$ cat config.mk
export PLATFORM = sky130hd
export DESIGN_NAME = ram512_march_tester
export DESIGN_NICKNAME = d
export VERILOG_FILES = /design/src/rtl/march_pkg.sv /design/src/rtl/march_addr_gen.sv /design/src/rtl/ram512_march_tester.sv
export SDC_FILE = /design/constraint.sdc
export NUM_CORES = 1
export LEC_CHECK = 0
export BUFFER_PORTS_ARGS = -buffer_cell sky130_fd_sc_hd__buf_2
export CAP_MARGIN = 10
export CORE_ASPECT_RATIO = 1.5
export CORE_UTILIZATION = 34
export CTS_BUF_LIST = sky130_fd_sc_hd__clkbuf_8 sky130_fd_sc_hd__clkbuf_16
export CTS_CLUSTER_SIZE = 20
export DETAILED_ROUTE_END_ITERATION = 10
export PLACE_DENSITY_LB_ADDON = 0.15
export SETUP_SLACK_MARGIN = 0.02
export SYNTH_ARGS = -nofsm -noshare
export SYNTH_HDL_FRONTEND = slang
export SYNTH_SLANG_ARGS = --single-unit
$ cat constraint.sdc
create_clock -name clk -period 2.86 [get_ports clk]
set_input_delay 0.143 -clock clk [delete_from_list [all_inputs] [get_ports clk]]
set_output_delay 0.143 -clock clk [all_outputs]
set_load 0.03 [all_outputs]
$ cat src/rtl/march_pkg.sv
// Shared widths and FSM state encoding for the ram512 March C- tester.
package march_pkg;
    localparam int ADDR_W_DEF = 9;
    localparam int DATA_W_DEF = 16;
    localparam int DEPTH_DEF  = 2 ** ADDR_W_DEF;

    typedef enum logic [2:0] {
        IDLE    = 3'd0,
        W0_UP   = 3'd1,
        R0W1_UP = 3'd2,
        R1W0_DN = 3'd3,
        R0_DN   = 3'd4,
        FINISH  = 3'd5
    } state_e;
endpackage

$ cat src/rtl/march_addr_gen.sv
// Loadable up/down address counter for the March sweep.
// Latency: 1 cycle from load/en to addr. No backpressure; at_end flags the last address in the current direction.
module march_addr_gen
    import march_pkg::*;
#(
    parameter int ADDR_W = ADDR_W_DEF
) (
    input  logic              clk,
    input  logic              rst_n,
    input  logic              load,
    input  logic [ADDR_W-1:0] load_val,
    input  logic              dir,
    input  logic              en,
    output logic [ADDR_W-1:0] addr,
    output logic              at_end
);
    logic [ADDR_W-1:0] addr_q, addr_d;

    always_comb begin
        addr_d = addr_q;
        if (load) begin
            addr_d = load_val;
        end else if (en) begin
            addr_d = dir ? (addr_q - 1'b1) : (addr_q + 1'b1);
        end
    end

    always_ff @(posedge clk or negedge rst_n) begin
        if (!rst_n) begin
            addr_q <= '0;
        end else begin
            addr_q <= addr_d;
        end
    end

    // dir=1 counts down, so the sweep ends at 0; ascending sweeps end at all-ones.
    assign at_end = dir ? (addr_q == '0) : (addr_q == '1);
    assign addr   = addr_q;
endmodule

$ cat src/rtl/ram512_march_tester.sv
// March C- built-in self-test initiator for ram512 (combinational-read RAM).
// Latency: 3072 active cycles fault-free; done 3073 edges after start. No backpressure; start ignored while busy.
module ram512_march_tester
    import march_pkg::*;
#(
    parameter int ADDR_W = ADDR_W_DEF,
    parameter int DATA_W = DATA_W_DEF
) (
    input  logic              clk,
    input  logic              rst_n,
    input  logic              start,
    input  logic [DATA_W-1:0] pattern,
    output logic              mem_load,
    output logic [ADDR_W-1:0] mem_address,
    output logic [DATA_W-1:0] mem_in,
    input  logic [DATA_W-1:0] mem_out,
    output logic              busy,
    output logic              done,
    output logic              pass,
    output logic [ADDR_W-1:0] fail_addr,
    output logic [DATA_W-1:0] fail_data,
    output logic [DATA_W-1:0] fail_exp
);
    state_e            state_q, state_d;
    logic              phase_q, phase_d;
    logic [DATA_W-1:0] pattern_q, pattern_d;
    logic              done_q, done_d, pass_q, pass_d, fail_seen_q, fail_seen_d;
    logic [ADDR_W-1:0] fail_addr_q, fail_addr_d;
    logic [DATA_W-1:0] fail_data_q, fail_data_d, fail_exp_q, fail_exp_d;
    logic              cnt_load, cnt_dir, cnt_en, at_end, is_read;
    logic [ADDR_W-1:0] cnt_val;
    logic [DATA_W-1:0] exp_w;

    march_addr_gen #(.ADDR_W(ADDR_W)) u_addr_gen (
        .clk      (clk),
        .rst_n    (rst_n),
        .load     (cnt_load),
        .load_val (cnt_val),
        .dir      (cnt_dir),
        .en       (cnt_en),
        .addr     (mem_address),
        .at_end   (at_end)
    );

    assign cnt_dir = (state_q == R1W0_DN) || (state_q == R0_DN);

    always_comb begin
        state_d     = state_q;
        phase_d     = phase_q;
        pattern_d   = pattern_q;
        done_d      = done_q;
        pass_d      = pass_q;
        fail_seen_d = fail_seen_q;
        fail_addr_d = fail_addr_q;
        fail_data_d = fail_data_q;
        fail_exp_d  = fail_exp_q;
        cnt_load    = 1'b0;
        cnt_val     = '0;
        cnt_en      = 1'b0;
        mem_load    = 1'b0;
        mem_in      = '0;
        busy        = 1'b0;
        is_read     = 1'b0;
        exp_w       = pattern_q;
        case (state_q)
            IDLE: begin
                if (start) begin
                    pattern_d   = pattern;
                    done_d      = 1'b0;
                    pass_d      = 1'b0;
                    fail_seen_d = 1'b0;
                    fail_addr_d = '0;
                    fail_data_d = '0;
                    fail_exp_d  = '0;
                    cnt_load    = 1'b1;
                    phase_d     = 1'b0;
                    state_d     = W0_UP;
                end
            end
            W0_UP: begin
                busy     = 1'b1;
                mem_load = 1'b1;
                mem_in   = pattern_q;
                if (at_end) begin
                    cnt_load = 1'b1;
                    state_d  = R0W1_UP;
                end else begin
                    cnt_en = 1'b1;
                end
            end
            R0W1_UP, R1W0_DN: begin
                busy = 1'b1;
                if (!phase_q) begin
                    is_read = 1'b1;
                    exp_w   = (state_q == R0W1_UP) ? pattern_q : ~pattern_q;
                    phase_d = 1'b1;
                end else begin
                    mem_load = 1'b1;
                    mem_in   = (state_q == R0W1_UP) ? ~pattern_q : pattern_q;
                    phase_d  = 1'b0;
                    if (at_end) begin
                        cnt_load = 1'b1;
                        cnt_val  = '1;
                        state_d  = (state_q == R0W1_UP) ? R1W0_DN : R0_DN;
                    end else begin
                        cnt_en = 1'b1;
                    end
                end
            end
            R0_DN: begin
                busy    = 1'b1;
                is_read = 1'b1;
                if (at_end) begin
                    state_d = FINISH;
                end else begin
                    cnt_en = 1'b1;
                end
            end
            FINISH: begin
                done_d  = 1'b1;
                pass_d  = !fail_seen_q;
                state_d = IDLE;
            end
            default: state_d = IDLE;
        endcase
        // A failed read aborts the run before its paired write can be issued.
        if (is_read && (mem_out != exp_w)) begin
            fail_seen_d = 1'b1;
            fail_addr_d = mem_address;
            fail_data_d = mem_out;
            fail_exp_d  = exp_w;
            phase_d     = 1'b0;
            cnt_en      = 1'b0;
            cnt_load    = 1'b0;
            state_d     = FINISH;
        end
    end

    always_ff @(posedge clk or negedge rst_n) begin
        if (!rst_n) begin
            state_q     <= IDLE;
            phase_q     <= 1'b0;
            pattern_q   <= '0;
            done_q      <= 1'b0;
            pass_q      <= 1'b0;
            fail_seen_q <= 1'b0;
            fail_addr_q <= '0;
            fail_data_q <= '0;
            fail_exp_q  <= '0;
        end else begin
            state_q     <= state_d;
            phase_q     <= phase_d;
            pattern_q   <= pattern_d;
            done_q      <= done_d;
            pass_q      <= pass_d;
            fail_seen_q <= fail_seen_d;
            fail_addr_q <= fail_addr_d;
            fail_data_q <= fail_data_d;
            fail_exp_q  <= fail_exp_d;
        end
    end

    assign done      = done_q;
    assign pass      = pass_q;
    assign fail_addr = fail_addr_q;
    assign fail_data = fail_data_q;
    assign fail_exp  = fail_exp_q;
endmodule

* After elaboration in Yosys (flattened, before gate mapping) *
Index checks and enable logic that the tools add are counted.

word-level totals
  logic and storage cells = 93
  flip-flop bits (word level) = 73
  input bits = 35

operators by class
  reductions and logical operators = 18
  $add $sub $neg = 2
  mux-type cells = 49
  equal/unequal tests = 13
  bitwise gates (word level) = 1

operators by type and width
  cell                                                  count
  two-way mux 16 bit                                    9
  two-way mux 9 bit                                     9
  one-hot mux 16 bit (2 select lines)                   1
  two-way mux 3 bit                                     7
  != test 16 bit                                        1
  inverter 16 bit                                       1
  two-way mux 1 bit                                     15
  != test 3 bit (second input constant)                 4
  one-hot mux 1 bit (2 select lines)                    6
  one-hot mux 3 bit (4 select lines)                    1
  adder 9 x 1 -> 9 bit (second input constant)          1
  equality test 9 bit (second input constant)           1
  logical NOT 9 bit                                     1
  subtractor 9 x 1 -> 9 bit (second input constant)     1
  AND reduction 2 bit                                   4
  nonzero test 2 bit                                    4
  equality test 3 x 2 -> 1 bit (second input constant)  2
  equality test 3 bit (second input constant)           2
  AND reduction 5 bit                                   1
  OR reduction 2 bit                                    2
  OR reduction 4 bit                                    1
  equality test 3 x 1 -> 1 bit (second input constant)  1
  logical NOT 3 bit                                     1
  != test 3 x 2 -> 1 bit (second input constant)        1
  other kinds (6)                                       6

* Depth between registers and ports, before layout *
Gate-level depths: netlist of run 1.

  word-level depth = 9
  mapped depth = 10

* By module *
Synthesis of run 1 repeated with hierarchy kept, for this count alone.

second synthesis, totals
  cells, all modules = 513
  area total of the unflattened synthesis = 4478.0 µm²

modules (own cells, without submodules)
  module               cells an instance  area an instance (µm²)  instances
  ram512_march_tester  412                3623.5                  1
  march_addr_gen       101                854.6                   1

* Worst setup path before layout of run 1 *
No wires, ideal clock.

  path type = reg2reg
  start = reg state_q[0]
  end = reg u_addr_gen.addr_q[6] (netlist: u_addr_gen.addr[6])
  clock period less this slack = 2.600 ns
  setup slack = 0.260 ns
  buffers on the path = 1
  required time = 2.735 ns
  cell stages (with the launch flop) = 11
  data arrival time = 2.476 ns
  setup time = 0.125 ns
  cells stage by stage = dfrtp_1 > buf_2 > nor3b_1 > a21o_1 > ha_1 > a211oi_1 > o21ai_0 > a21oi_1 > xor2_1 > o21ai_0 > mux2_2

on the way
  word-level cells in the longest chain between the ends = 8
  elaborated cells on any way between the ends = 30

RTL lines
  item                                                            RTL line                                               source
  start, declared                                                 ram512_march_tester.sv:24                              state_e state_q, state_d;
  start signal, assigned                                          ram512_march_tester.sv:151                             state_q <= state_d;
  equality test 3 x 2 -> 1 bit (tied with other cells)            ram512_march_tester.sv:65, ram512_march_tester.sv:95
  two-way mux 16 bit / logical OR 1 bit (equally long branches)   ram512_march_tester.sv:95, ram512_march_tester.sv:45
  two-way mux 16 bit / two-way mux 1 bit (equally long branches)  ram512_march_tester.sv:93, march_addr_gen.sv:37
  two-way mux 16 bit (tied with other cells)                      ram512_march_tester.sv:65                              case (state_q)
  != test 16 bit / two-way mux 1 bit (equally long branches)      ram512_march_tester.sv:127, ram512_march_tester.sv:93
  logical AND 1 bit (tied with other cells)                       ram512_march_tester.sv:127                             if (is_read && (mem_out != exp_w)) begin
  two-way mux 1 bit                                               ram512_march_tester.sv:127
  two-way mux 9 bit / nonzero test 2 bit (equally long branches)  --
  end signal, assigned                                            march_addr_gen.sv:32                                   addr_q <= addr_d;
  end, declared                                                   march_addr_gen.sv:17                                   logic [ADDR_W-1:0] addr_q, addr_d;

Parallel ways exist; a longest one is shown, timed or not. The select of a mux whose other input is x is not followed.
A chain may end at the register's enable or synchronous reset.

* Worst setup path after layout of run 1 *
  start = reg state_q[1]
  end = reg u_addr_gen.addr_q[6] (netlist: u_addr_gen.addr[6])

Same word-level chain as after synthesis.

==> results of run 1 <==
routing by layer:
| layer | track usage [%] | wire length [µm] | vias up |
|---|---|---|---|
| met2 | 33.7 | 5980 | 82 |
| met4 | 6.72 | 174 | 0 |
| met3 | 3.38 | 392 | 15 |
| li1 | - | - | 1697 |
| met5 | 0 | 0 | - |
| met1 | 21.7 | 4540 | 1617 |
area by class of cell:
class                           count  area (µm²)  area share (%)
Inverter                            5        18.8           0.370
Timing Repair Buffer              120         643            12.7
Sequential cell                    73        1830            36.0
Clock inverter                      5        78.8            1.55
Clock buffer                       11         253            4.98
Multi-Input combinational cell    330        2070            40.8
Tap cell                          150         188            3.70
critical path, stage by stage, from the launching register on:
cell and delay (ps):
dfrtp_1 420, nor2b_2 210, a21o_2 280, fa_1 440, a211oi_1 320, o21ai_0 150, a21oi_1 190, xor2_1 160
o21ai_0 80, mux2_2 280
flip-flops by register name, indices dropped and copies added (netlist names):
name,flops
pass,1
fail_seen_q,1
state_q,3
u_addr_gen.addr,9
done,1
fail_addr,9
fail_data,16
fail_exp,16
phase_q,1
pattern_q,16
metrics by stage:
step | hold slack (ps) | total power (µW) | utilization, % | instance area (µm²) | cells
floorplan | -153 | 3960 | - | 4010 | 432
global placement | 361 | 4880 | 41.3 | 4740 | 678
detailed placement | 367 | 4940 | 41.3 | 4740 | 678
CTS | 6.50 | 6210 | 44.2 | 5070 | 694
global route | 28.2 | 6540 | 44.3 | 5080 | 694
finish | -32.6 | 6140 | 44.3 | 5080 | 694
cell families after synthesis:
kind of cell    share of synthesized area, %
simple gates                            16.3
compound gates                          14.8
flops                                   45.6
xor+xnor                                8.74
mux                                     8.49
buf+inv                                 3.37
fa+ha+maj                               2.68
report_power, final:
group          switching (µW)  internal [µW]  leakage, µW
clock                     435            808     0.000159
combinational            1950           1020      0.00136
sequential                454           1470     0.000965
total                    2840           3300      0.00248
synthesized netlist by cell type, types with 2 or more instances:
cell | instances | area [µm²]
nor3b_1 | 2 | 15.0
buf_1 | 2 | 7.51
clkbuf_1 | 13 | 48.8
mux2_2 | 26 | 293
buf_4 | 6 | 45.0
a21oi_1 | 8 | 40.0
xnor2_1 | 11 | 96.3
mux2i_2 | 2 | 27.5
a21o_1 | 4 | 30.0
or4_1 | 4 | 30.0
xor2_1 | 29 | 254
dfrtp_1 | 73 | 1830
nand2_1 | 105 | 394
nand3_1 | 5 | 25.0
o211ai_1 | 2 | 15.0
o21ai_1 | 3 | 15.0
a2bb2oi_1 | 2 | 17.5
buf_2 | 3 | 15.0
nand2b_1 | 4 | 25.0
nand4_1 | 7 | 43.8
o21ai_0 | 67 | 335
ha_1 | 7 | 87.6
a31oi_1 | 4 | 25.0
nor2b_1 | 4 | 25.0
nor2_1 | 12 | 45.0
nor3_1 | 2 | 10.0
mux2i_1 | 2 | 20.0
inv_1 | 5 | 18.8
o22ai_1 | 2 | 12.5
cell usage in the layout, fill, tap and decap left out, types with 9 or more instances in the layout:
master | netlist | routed
nand2_1 | 105 | 104
buf_2 | 3 | 103
dfrtp_1 | 73 | 73
xnor2_1 | 11 | 11
xor2_1 | 29 | 29
mux2_2 | 26 | 26
nor2_1 | 12 | 12
o21ai_0 | 67 | 67
buf_4 | 6 | 17
clkbuf_16 | 0 | 9
worst max path at each step:
stage | from | to | slack [ps] | cells after the start
global route | state_q[1] | u_addr_gen.addr[6] | 60 | 9
floorplan | state_q[0] | u_addr_gen.addr[6] | 260 | 10
detailed placement | state_q[2] | u_addr_gen.addr[6] | 150 | 9
global placement | state_q[2] | u_addr_gen.addr[6] | 200 | 9
finish | state_q[1] | u_addr_gen.addr[6] | 220 | 9
CTS | state_q[2] | u_addr_gen.addr[6] | 130 | 9
==> impl_metrics.env, run 1 <==
export IMPL_status="finished with violations"
export IMPL_violations="negative hold slack"
export IMPL_powerDensity_mw_per_mm2=1210
export IMPL_max_slew_margin_rel_pct=36.4
export IMPL_grt_overflow=0
export IMPL_rr_endpoint="u_addr_gen.addr[6]"
export IMPL_cp_start_kind="register"
export IMPL_grt_max_degree=74
export IMPL_seq_area_frac_synth_pct=45.6
export IMPL_synth_edff_count=0
export IMPL_synth_async_reset_ratio_pct=100
export IMPL_post_route_period_util_pct=92.2
export IMPL_drive_above_1_share_pct=31.6
export IMPL_setup_violations_final=0
export IMPL_antenna_cells=0
export IMPL_clk_pin_slew_ps=60
export IMPL_fin_tns_setup_ps=0
export IMPL_r2r_cells=9
export IMPL_synth_area_mm2=0.00401
export IMPL_cts_max_level=3
export IMPL_rows=48
export IMPL_clock_sinks=73
export IMPL_required_ps=3080
export IMPL_p_leak_uw=0.00248
export IMPL_hp_class="in2async"
export IMPL_grtUsageTotal_pct=18.6
export IMPL_firstDrtPassIters=4
export IMPL_period_minus_slack_ps=2640
export IMPL_ioPinCount=105
export IMPL_r2r_slack_ps=220
export IMPL_clk_latency_ps=340
export IMPL_fillerInstances=1152
export IMPL_cts_tree="built"
export IMPL_dpl_hpwl_um=8060
export IMPL_syn_inst=432
export IMPL_endpoint_kind="register"
export IMPL_final_net_count=582
export IMPL_dp_slack_ps=153
export IMPL_fp_dieW_um=90.7
export IMPL_grt_pass1_vias=3359
export IMPL_skew_ps=10.0
export IMPL_cts_hold_buf=0
export IMPL_final_hold_viol_count=66
export IMPL_synthFlopType="dfrtp_1"
export IMPL_vias=3411
export IMPL_grt_pass1_wl_um=17600
export IMPL_synth_ff_latch_count=73
export IMPL_synth_warnings=0
export IMPL_fin_ws_ps=223
export IMPL_cts_buffer_depth=2
export IMPL_reg2reg_from="state_q[1]"
export IMPL_syn_avg_cell_area_um2=9.28
export IMPL_synth_nets=475
export IMPL_cts_resized=0
export IMPL_cts_setup_buffers=0
export IMPL_critPathArrivalTime_ps=2860
export IMPL_drtIter0Drc=170
export IMPL_drc=0
export IMPL_die_h_um=135
export IMPL_max_cap_violations=0
export IMPL_gp_congestion=0.894
export IMPL_start_util_pct=35.0
export IMPL_irDropWorstVdd_mv=0.373
export IMPL_wire_per_inst_um=16.0
export IMPL_rsz0062_at_grt="false"
export IMPL_ys_types=45
export IMPL_holdWs_ps=-32.6
export IMPL_root_buffer="clkbuf_16"
export IMPL_area_growth_syn_to_layout_pct=26.6
export IMPL_cp_max_fo=7
export IMPL_portBuffers=104
export IMPL_die_area_mm2=0.0122
export IMPL_cts_buffers=9
export IMPL_core_area_mm2=0.0115
export IMPL_worst_slew_pin_slew_ps=953
export IMPL_crit_type="reg2reg"
export IMPL_antenna_found_initial=0
export IMPL_drv_slew=0
export IMPL_drt_wl_total_um=11100
export IMPL_clock_fmax_ghz=0.379
export IMPL_detail_route_antenna_nets=0
export IMPL_vias_per_cell=4.91
No activity file was read; power rests on OpenSTA's default activity.
==> inputs of run 2 (changes only) <==
--- a/config.mk
+++ b/config.mk
@@ -7,8 +7,10 @@
 export LEC_CHECK = 0
 export BUFFER_PORTS_ARGS = -buffer_cell sky130_fd_sc_hd__buf_2
 export CAP_MARGIN = 10
+export CELL_PAD_IN_SITES_DETAIL_PLACEMENT = 1
+export CELL_PAD_IN_SITES_GLOBAL_PLACEMENT = 2
 export CORE_ASPECT_RATIO = 1.5
-export CORE_UTILIZATION = 34
+export CORE_UTILIZATION = 32
 export CTS_BUF_LIST = sky130_fd_sc_hd__clkbuf_8 sky130_fd_sc_hd__clkbuf_16
 export CTS_CLUSTER_SIZE = 20
 export DETAILED_ROUTE_END_ITERATION = 10
==> impl_metrics.env, run 2 (synthesized netlist as in run 1, its figures left out) <==
export IMPL_status="finished with violations"
export IMPL_violations="negative hold slack"
export IMPL_detail_route_antenna_nets=0
export IMPL_irDropWorstVdd_mv=0.375
export IMPL_fin_tns_setup_ps=0
export IMPL_holdWs_ps=-40.5
export IMPL_period_minus_slack_ps=2620
export IMPL_post_route_period_util_pct=91.7
export IMPL_vias_per_cell=5.05
export IMPL_final_net_count=586
export IMPL_fin_ws_ps=236
export IMPL_start_util_pct=33.2
export IMPL_grt_pass1_wl_um=20300
export IMPL_cts_buffer_depth=2
export IMPL_wire_per_inst_um=17.9
export IMPL_area_growth_syn_to_layout_pct=26.6
export IMPL_rows=49
export IMPL_gp_congestion=0.817
export IMPL_setup_violations_final=0
export IMPL_clk_latency_ps=340
export IMPL_layout_commonest_cell="nand2_1"
export IMPL_cts_buffers=9
export IMPL_worst_slew_pin_slew_ps=982
export IMPL_die_h_um=139
export IMPL_grt_overflow=0
export IMPL_die_area_mm2=0.0130
export IMPL_ioPinCount=105
export IMPL_final_cell_mix="nand2_1, buf_2, dfrtp_1"
export IMPL_clk_pin_slew_ps=60
export IMPL_skew_ps=10.7
export IMPL_dp_slack_ps=113
export IMPL_grt_max_degree=74
export IMPL_antenna_cells=0
export IMPL_drt_wl_total_um=12500
export IMPL_powerDensity_mw_per_mm2=1200
export IMPL_drc=0
export IMPL_grt_pass1_vias=3752
export IMPL_cts_tree="built"
export IMPL_p_leak_uw=0.00249
export IMPL_firstDrtPassIters=4
export IMPL_drv_slew=0
export IMPL_hp_class="in2async"
export IMPL_root_buffer="clkbuf_16"
export IMPL_max_slew_margin_rel_pct=34.5
export IMPL_antenna_found_initial=0
export IMPL_drtIter0Drc=107
export IMPL_drive_above_1_share_pct=31.9
export IMPL_portBuffers=104
export IMPL_rsz0062_at_grt="true"
export IMPL_endpoint_kind="register"
export IMPL_core_area_mm2=0.0121
export IMPL_final_hold_viol_count=37
export IMPL_vias=3540
export IMPL_crit_type="reg2reg"
export IMPL_clock_fmax_ghz=0.381
export IMPL_grtUsageTotal_pct=20.4
export IMPL_cts_max_level=3
export IMPL_clock_sinks=73
export IMPL_critPathArrivalTime_ps=2840
export IMPL_fp_dieW_um=93.4
export IMPL_dpl_hpwl_um=9340
export IMPL_max_cap_violations=0
export IMPL_r2r_slack_ps=240
export IMPL_cp_max_fo=6
export IMPL_required_ps=3070
export IMPL_cp_start_kind="register"
[run 2: critical path: stages (launching register included)]
cell and delay [ps]:
dfrtp_1 400, nor2b_2 200, a21o_2 280, fa_1 430
a211oi_1 320, o211ai_1 170, a31oi_1 230, xor2_1 110
a311oi_1 280, o2bb2ai_1 90
[run 2: cell type report]
| class | count | area, µm² |
|---|---|---|
| fillers | 1447 | 7000 |
| multi-input cells | 330 | 2070 |
| flip-flops and latches | 73 | 1830 |
| repair buffers | 124 | 677 |
| clock buffers | 9 | 225 |
| well taps | 153 | 191 |
| clock inverters | 7 | 71.3 |
| inverters | 5 | 18.8 |
[run 2: repair_timing]
action                     in CTS  in global routing
hold buffers                    0                  0
setup endpoints to repair       0                 41
setup buffers                   0                  0
resized for setup               0                  3
[run 2: path summary, 6_finish.rpt]
| path | cells past startpoint | startpoint | to |
|---|---|---|---|
| max | 9 | state_q[1] | u_addr_gen.addr[8] |
| min | 1 | rst_n | fail_data[2] |
| max reg2reg | 9 | state_q[1] | u_addr_gen.addr[8] |
| min reg2reg | 1 | fail_seen_q | fail_seen_q |
| max in group asynchronous | 1 | rst_n | fail_exp[10] |
| min in group clk | 2 | pattern[1] | pattern_q[1] |
[run 2: routing by layer]
layer / GRT usage [%] / vias to the layer above / wire length, µm
met5: 0 / - / 0
met4: 6.56 / 0 / 197
met3: 2.69 / 10 / 417
met2: 38.0 / 66 / 6990
met1: 23.6 / 1759 / 4910
li1: - / 1705 / -
[run 2: where the power goes]
group | switching, µW | total [µW] | internal (µW)
sequential | 463 | 1930 | 1470
combinational | 2000 | 3040 | 1040
clock | 453 | 1130 | 675
total | 2920 | 6100 | 3180
[run 2: through the flow]
| step | power [µW] | cells | instance area (µm²) | util (%) |
|---|---|---|---|---|
| 3_5_place_dp | 5040 | 685 | 4770 | 39.5 |
| 6_report | 6100 | 701 | 5080 | 42.0 |
| 4_1_cts | 6190 | 701 | 5070 | 42.0 |
| 2_1_floorplan | 3960 | 432 | 4010 | - |
| 3_3_place_gp | 4950 | 685 | 4770 | 39.5 |
| 5_1_grt | 6510 | 701 | 5080 | 42.0 |
